File: config.mk
export PLATFORM = sky130hd
export DESIGN_NAME = decode_issue_stage
export DESIGN_NICKNAME = d
export VERILOG_FILES = /design/src/rtl/decode_issue_stage.sv
export SDC_FILE = /design/constraint.sdc
export NUM_CORES = 1
export LEC_CHECK = 0
export BUFFER_PORTS_ARGS = -buffer_cell sky130_fd_sc_hd__buf_4
export CAP_MARGIN = 20
export CORE_MARGIN = 5
export CORE_UTILIZATION = 54
export CTS_BUF_LIST = sky130_fd_sc_hd__clkbuf_8
export CTS_CLUSTER_SIZE = 20
export DETAILED_ROUTE_END_ITERATION = 8
export HOLD_SLACK_MARGIN = 0.03
export PLACE_DENSITY_LB_ADDON = 0.3
export SYNTH_ARGS = -nofsm -noshare
export SYNTH_HDL_FRONTEND = slang
export SYNTH_SLANG_ARGS = --single-unit
File: constraint.sdc
create_clock -name clk -period 3.68 [get_ports clk]
set_clock_uncertainty 0.2 [all_clocks]
set_input_delay 0.736 -clock clk [delete_from_list [all_inputs] [get_ports clk]]
set_output_delay 0.736 -clock clk [all_outputs]
set_load 0.1 [all_outputs]
File: src/rtl/decode_issue_stage.sv
// Decode/issue stage: scoreboard hazard check, stall, flush and HALT
// handling in front of a held execute-side register.
module decode_issue_stage #(
    parameter int NREGS = 8
) (
    input  logic             clk,
    input  logic             reset,
    input  logic             in_valid,
    output logic             in_ready,
    input  logic [2:0]       opcode_in,
    input  logic [1:0]       op_in,
    input  logic [2:0]       ReadA_in,
    input  logic [2:0]       ReadB_in,
    input  logic [2:0]       write_num_in,
    input  logic [1:0]       shift_in,
    input  logic [15:0]      sximm8_in,
    input  logic [15:0]      sximm5_in,
    input  logic [1:0]       vsel_in,
    input  logic             asel_in,
    input  logic             bsel_in,
    input  logic [1:0]       ALUop_in,
    input  logic             ex_ready,
    input  logic             flush,
    input  logic             wb_valid,
    input  logic [2:0]       wb_num,
    output logic             ex_valid,
    output logic [2:0]       ex_opcode,
    output logic [1:0]       ex_op,
    output logic [2:0]       ex_ReadA,
    output logic [2:0]       ex_ReadB,
    output logic [2:0]       ex_write_num,
    output logic [1:0]       ex_shift,
    output logic [15:0]      ex_sximm8,
    output logic [15:0]      ex_sximm5,
    output logic [1:0]       ex_vsel,
    output logic             ex_asel,
    output logic             ex_bsel,
    output logic [1:0]       ex_ALUop,
    output logic             ex_writes,
    output logic             halted,
    output logic [NREGS-1:0] pending
);

    logic             uses_a;
    logic             uses_b;
    logic             writes;
    logic             is_halt;
    logic             hazard;
    logic             advance;
    logic             accept;
    logic [NREGS-1:0] wb_mask;
    logic [NREGS-1:0] pend_eff;
    logic [NREGS-1:0] pending_nxt;

    always_comb begin
        uses_a  = (opcode_in == 3'b101 && op_in != 2'b11)
               || opcode_in == 3'b011
               || opcode_in == 3'b100;
        uses_b  = (opcode_in == 3'b110 && op_in == 2'b00)
               || opcode_in == 3'b101
               || opcode_in == 3'b100;
        writes  = opcode_in == 3'b110
               || (opcode_in == 3'b101 && op_in != 2'b01)
               || opcode_in == 3'b011;
        is_halt = opcode_in == 3'b111;
    end

    // A writeback landing this cycle already releases its register.
    always_comb begin
        wb_mask  = wb_valid ? (NREGS'(1) << wb_num) : '0;
        pend_eff = pending & ~wb_mask;
        hazard   = in_valid
                && ((uses_a && pend_eff[ReadA_in])
                 || (uses_b && pend_eff[ReadB_in]));
        advance  = !ex_valid || ex_ready;
        in_ready = advance && !hazard && !halted && !flush;
        accept   = in_valid && in_ready;
    end

    always_comb begin
        pending_nxt = pending & ~wb_mask;
        if (flush && ex_valid && ex_writes && !ex_ready)
            pending_nxt[ex_write_num] = 1'b0;
        if (accept && writes)
            pending_nxt[write_num_in] = 1'b1;
    end

    always_ff @(posedge clk) begin
        if (reset) begin
            pending <= '0;
            halted  <= 1'b0;
        end else begin
            pending <= pending_nxt;
            if (accept && is_halt)
                halted <= 1'b1;
        end
    end

    always_ff @(posedge clk) begin
        if (reset) begin
            ex_valid     <= 1'b0;
            ex_opcode    <= '0;
            ex_op        <= '0;
            ex_ReadA     <= '0;
            ex_ReadB     <= '0;
            ex_write_num <= '0;
            ex_shift     <= '0;
            ex_sximm8    <= '0;
            ex_sximm5    <= '0;
            ex_vsel      <= '0;
            ex_asel      <= 1'b0;
            ex_bsel      <= 1'b0;
            ex_ALUop     <= '0;
            ex_writes    <= 1'b0;
        end else if (flush) begin
            ex_valid <= 1'b0;
        end else if (advance) begin
            ex_valid <= accept;
            if (accept) begin
                ex_opcode    <= opcode_in;
                ex_op        <= op_in;
                ex_ReadA     <= ReadA_in;
                ex_ReadB     <= ReadB_in;
                ex_write_num <= write_num_in;
                ex_shift     <= shift_in;
                ex_sximm8    <= sximm8_in;
                ex_sximm5    <= sximm5_in;
                ex_vsel      <= vsel_in;
                ex_asel      <= asel_in;
                ex_bsel      <= bsel_in;
                ex_ALUop     <= ALUop_in;
                ex_writes    <= writes;
            end
        end
    end

endmodule

==> impl_results.rst <==
.. list-table::
   :header-rows: 1

   * - Metric
     - Value
   * - Post-detailed-placement half-perimeter wirelength
     - 6.644 mm
   * - PD cells
     - 419.4 nW/µm²
   * - Number of global-route vias before repair
     - 3,453
   * - Critical path endpoint category
     - output pin
   * - Setup slack of the most critical reg-to-reg path
     - 1.01 ns
   * - Setup repair after global routing missed its margin
     - false
   * - Critical path data required time
     - 2.74 ns
   * - Max cap viols
     - 0
   * - Hold/Removal Path Class
     - reg2reg
   * - Share of the clock period used by the worst path after layout
     - 96.14%
   * - Upper clock frequency limit
     - 282.7 MHz
   * - Cell with the most instances on the worst path
     - buf_4
   * - Total I/O pin count
     - 129
   * - Status
     - finished, final reports clean
   * - H-Tree Level Count
     - 3
   * - Global-route congestion overflow total
     - 0
   * - Root Driver
     - clkbuf_8
   * - Core Util, Final
     - 73.42%
   * - DRC marker count from the first detailed-route iteration
     - 312
   * - Worst setup path class
     - in2out
   * - Critical Path, Cell by Cell
     - buf_4, nand2b_1, o31ai_1, mux2_1, a221o_2, nand2_1, a2111oi_4, buf_4
   * - Sw power
     - 0.0006620 W
   * - Final Hold Vio Count
     - 0
   * - Source-to-sink clock delay at the later pin of the worst-skew pair
     - 0.33 ns
   * - Number of antenna violations at the first check in global routing
     - 0
   * - Area of the multi-input gates
     - 1675 µm²
   * - Startpoint type of the worst setup path
     - input port
   * - Area share of the largest cell type after synthesis
     - 40.53%
   * - WP data arrival
     - 2.60 ns
   * - Placement Cell Area
     - 4126 µm²
   * - Count of synthesis-stage warnings from yosys
     - 0
   * - Area leader, netlist
     - dfxtp_1
   * - Synthesized flop and latch total
     - 65
   * - Total core area
     - 5851 µm²
   * - Master of the slowest instance on the critical path
     - o31ai_1
   * - FP Rows
     - 28
   * - Mapped Area
     - 3211 µm²
   * - CTS clk-pin slew, worst paths
     - 0.06 ns
   * - Largest fanout of any net on the critical path
     - 4
   * - Main synth FF type
     - dfxtp_1
   * - First-pass iteration count of the detailed router
     - 4
   * - Total DRC errors in the routed layout
     - 0
   * - Layout-stage area growth over the synthesis result
     - 33.79%
   * - Power share of the sequential group
     - 41.9%
   * - Pin count of the biggest net entering global routing
     - 70
   * - Total clock sinks
     - 65
   * - Actual slew at the worst max-slew pin
     - 0.7148 ns
   * - Overall Power
     - 0.001802 W
   * - Top cells by area, synth
     - dfxtp_1, o31ai_1, nand4_1, a21oi_1, buf_6
   * - Wire length of the first global-routing pass
     - 16.13 mm
   * - Total Die Area
     - 7587 µm²
   * - Launching point of the worst reg2reg path
     - pending[7]
   * - PostCTS Resize Cnt
     - 0
   * - Final weighted congestion of routability-driven global placement
     - 0.9104
   * - Most frequently used cell type in the post-synthesis netlist
     - dfxtp_1
   * - WL final
     - 10.19 mm
   * - Clock tree from TritonCTS
     - built
   * - Combinational fraction of design power
     - 28.4%
   * - Cell types with the highest counts after synthesis
     - dfxtp_1, o31ai_1, a21oi_1
   * - Count of antenna-violating nets left after detailed routing
     - 0
   * - Number of pins exceeding their max-slew limit in the final report
     - 0
   * - Async set-or-reset flop fraction in the synthesized netlist
     - 0%
   * - Buffering stage count on the worst path with inverters included
     - 2
   * - Maximum resistive drop on vdd
     - 0.2540 mV
   * - Share of final-layout standard cells stronger than drive strength 1
     - 34.77%
   * - Synthesized net count
     - 418
   * - Post-synthesis cell count
     - 355
   * - Width of the chip
     - 87.11 µm
   * - Number of clock buffers inserted by TritonCTS
     - 9
   * - Kind of cell adding the most delay to the critical path
     - compound AO/OA/AOI/OAI gates
   * - Count of flip-flops with a built-in enable after synthesis
     - 0
   * - Total of endpoints with negative setup slack in the final report
     - 0
   * - Starting density of the core
     - 54.88%
   * - Final instance area
     - 4295 µm²
   * - Post-detailed-route wirelength per cell
     - 18.95 µm
   * - Number of library cell types mapped by synthesis
     - 38
   * - CP Launch Point
     - wb_num[2]
   * - Number of hold buffers added after CTS
     - 0
   * - Critical Path Max Stage Delay
     - 0.36 ns
   * - Clock group share of total power
     - 29.6%
   * - Post-synthesis average cell area
     - 9.044 µm²
   * - Total global-route track usage
     - 26.38%
   * - Internal Dissipation
     - 0.001140 W
   * - Switching portion of total power
     - 36.75%
   * - Register area
     - 1301 µm²
   * - Hold_sp
     - ex_opcode[2]
   * - Filler instances
     - 474
   * - Static leakage
     - 1.800 nW
   * - PnR worst setup slack
     - 0.1421 ns
   * - NumNets Final
     - 523
   * - Maximum count of clock buffers along a single path
     - 2
   * - Total via count in the routed design
     - 3,499
   * - Normalized max-slew margin
     - 51.11%
   * - Height of the chip
     - 87.11 µm
   * - Time the final worst path needs with I/O delays and setup
     - 3.538 ns
   * - Diode count
     - 0
   * - Port-buffer cells
     - 128
   * - Count of buffers added by post-CTS timing repair for setup
     - 0
   * - Post-synthesis sequential area ratio
     - 40.53%
   * - Setup slack at placement
     - 0.1704 ns
   * - Detail-routed via count per cell
     - 6.504
-- flip-flops by register name, indices dropped and copies added, names as in the netlist --
signal / cells
ex_sximm5: 16
ex_sximm8: 16
pending: 8
ex_ReadA: 3
ex_ReadB: 3
ex_opcode: 3
ex_write_num: 3
ex_ALUop: 2
ex_op: 2
ex_shift: 2
ex_vsel: 2
ex_asel: 1
ex_bsel: 1
ex_valid: 1
ex_writes: 1
halted: 1
-- stage by stage --
step | TNS (ns) | hold slack, ns | instances
2_1_floorplan | -0.2807 | 0.6153 | 355
3_3_place_gp | 0 | 0.2537 | 524
3_5_place_dp | 0 | 0.2627 | 524
4_1_cts | 0 | 0.2739 | 538
5_1_grt | 0 | 0.2886 | 538
6_report | 0 | 0.2709 | 538
-- area by class of cell --
type,count,area share (%)
clock buffer,11,3.525
tap,75,2.185
inverter,8,0.6991
clock inverter,3,0.4078
timing repair buffer,135,23.89
multi-input combinational,241,39.00
sequential,65,30.29
-- worst paths after layout --
| path | to | cells after the start |
|---|---|---|
| max reg2reg | ex_opcode[0] | 6 |
| max | in_ready | 8 |
| min | ex_opcode[2] | 2 |
| min reg2reg | ex_opcode[2] | 2 |
-- routing by layer --
metal  wire length, µm  up-vias  share of wire, %  track usage [%]
li1                  -     1618                 -                -
met1              4088     1653                40            34.17
met2              4918      200                48            43.20
met3               864       28               8.5            3.690
met4               323        0               3.2            12.55
met5                 0        -                 0                0
-- tightest hold or removal path, delay by kind of cell (launching register included) --
family | cells | cell delay (ns)
compound gates | 2 | 0.12
flops | 1 | 0.31
-- cells by family after synthesis --
family                 after synthesis  share of synthesized area [%]
DFF                                 65                          40.53
and+or+nand+nor                     92                          17.07
muxes                                6                          2.767
AOI/OAI and AO/OA                  143                          31.49
buffers and inverters               49                          8.145
-- power groups by stage --
stage	Combinational [W]	Sequential, W	Clock [W]
after floorplan	0.000143	0.000994	0
after CTS	0.000511	0.000755	0.000541
after global placement	0.000504	0.000770	0
after global routing	0.000535	0.000759	0.000573
final	0.000512	0.000755	0.000534
after detailed placement	0.000509	0.000770	0
-- cell usage in the layout, fill, tap and decap left out, types with 3 or more instances in the layout --
cell / count
nor3_1: 4
a211oi_1: 4
nand2b_1: 7
clkbuf_8: 11
nand4_1: 52
nor2b_1: 7
buf_4: 134
nand2_1: 5
mux2_1: 3
a21oi_1: 53
nand3_1: 3
nor2_1: 9
dfxtp_1: 65
a31oi_1: 3
o31ai_1: 55
a41o_1: 8
inv_1: 7
o21ai_0: 5
Power figures use the tool's default switching activity.
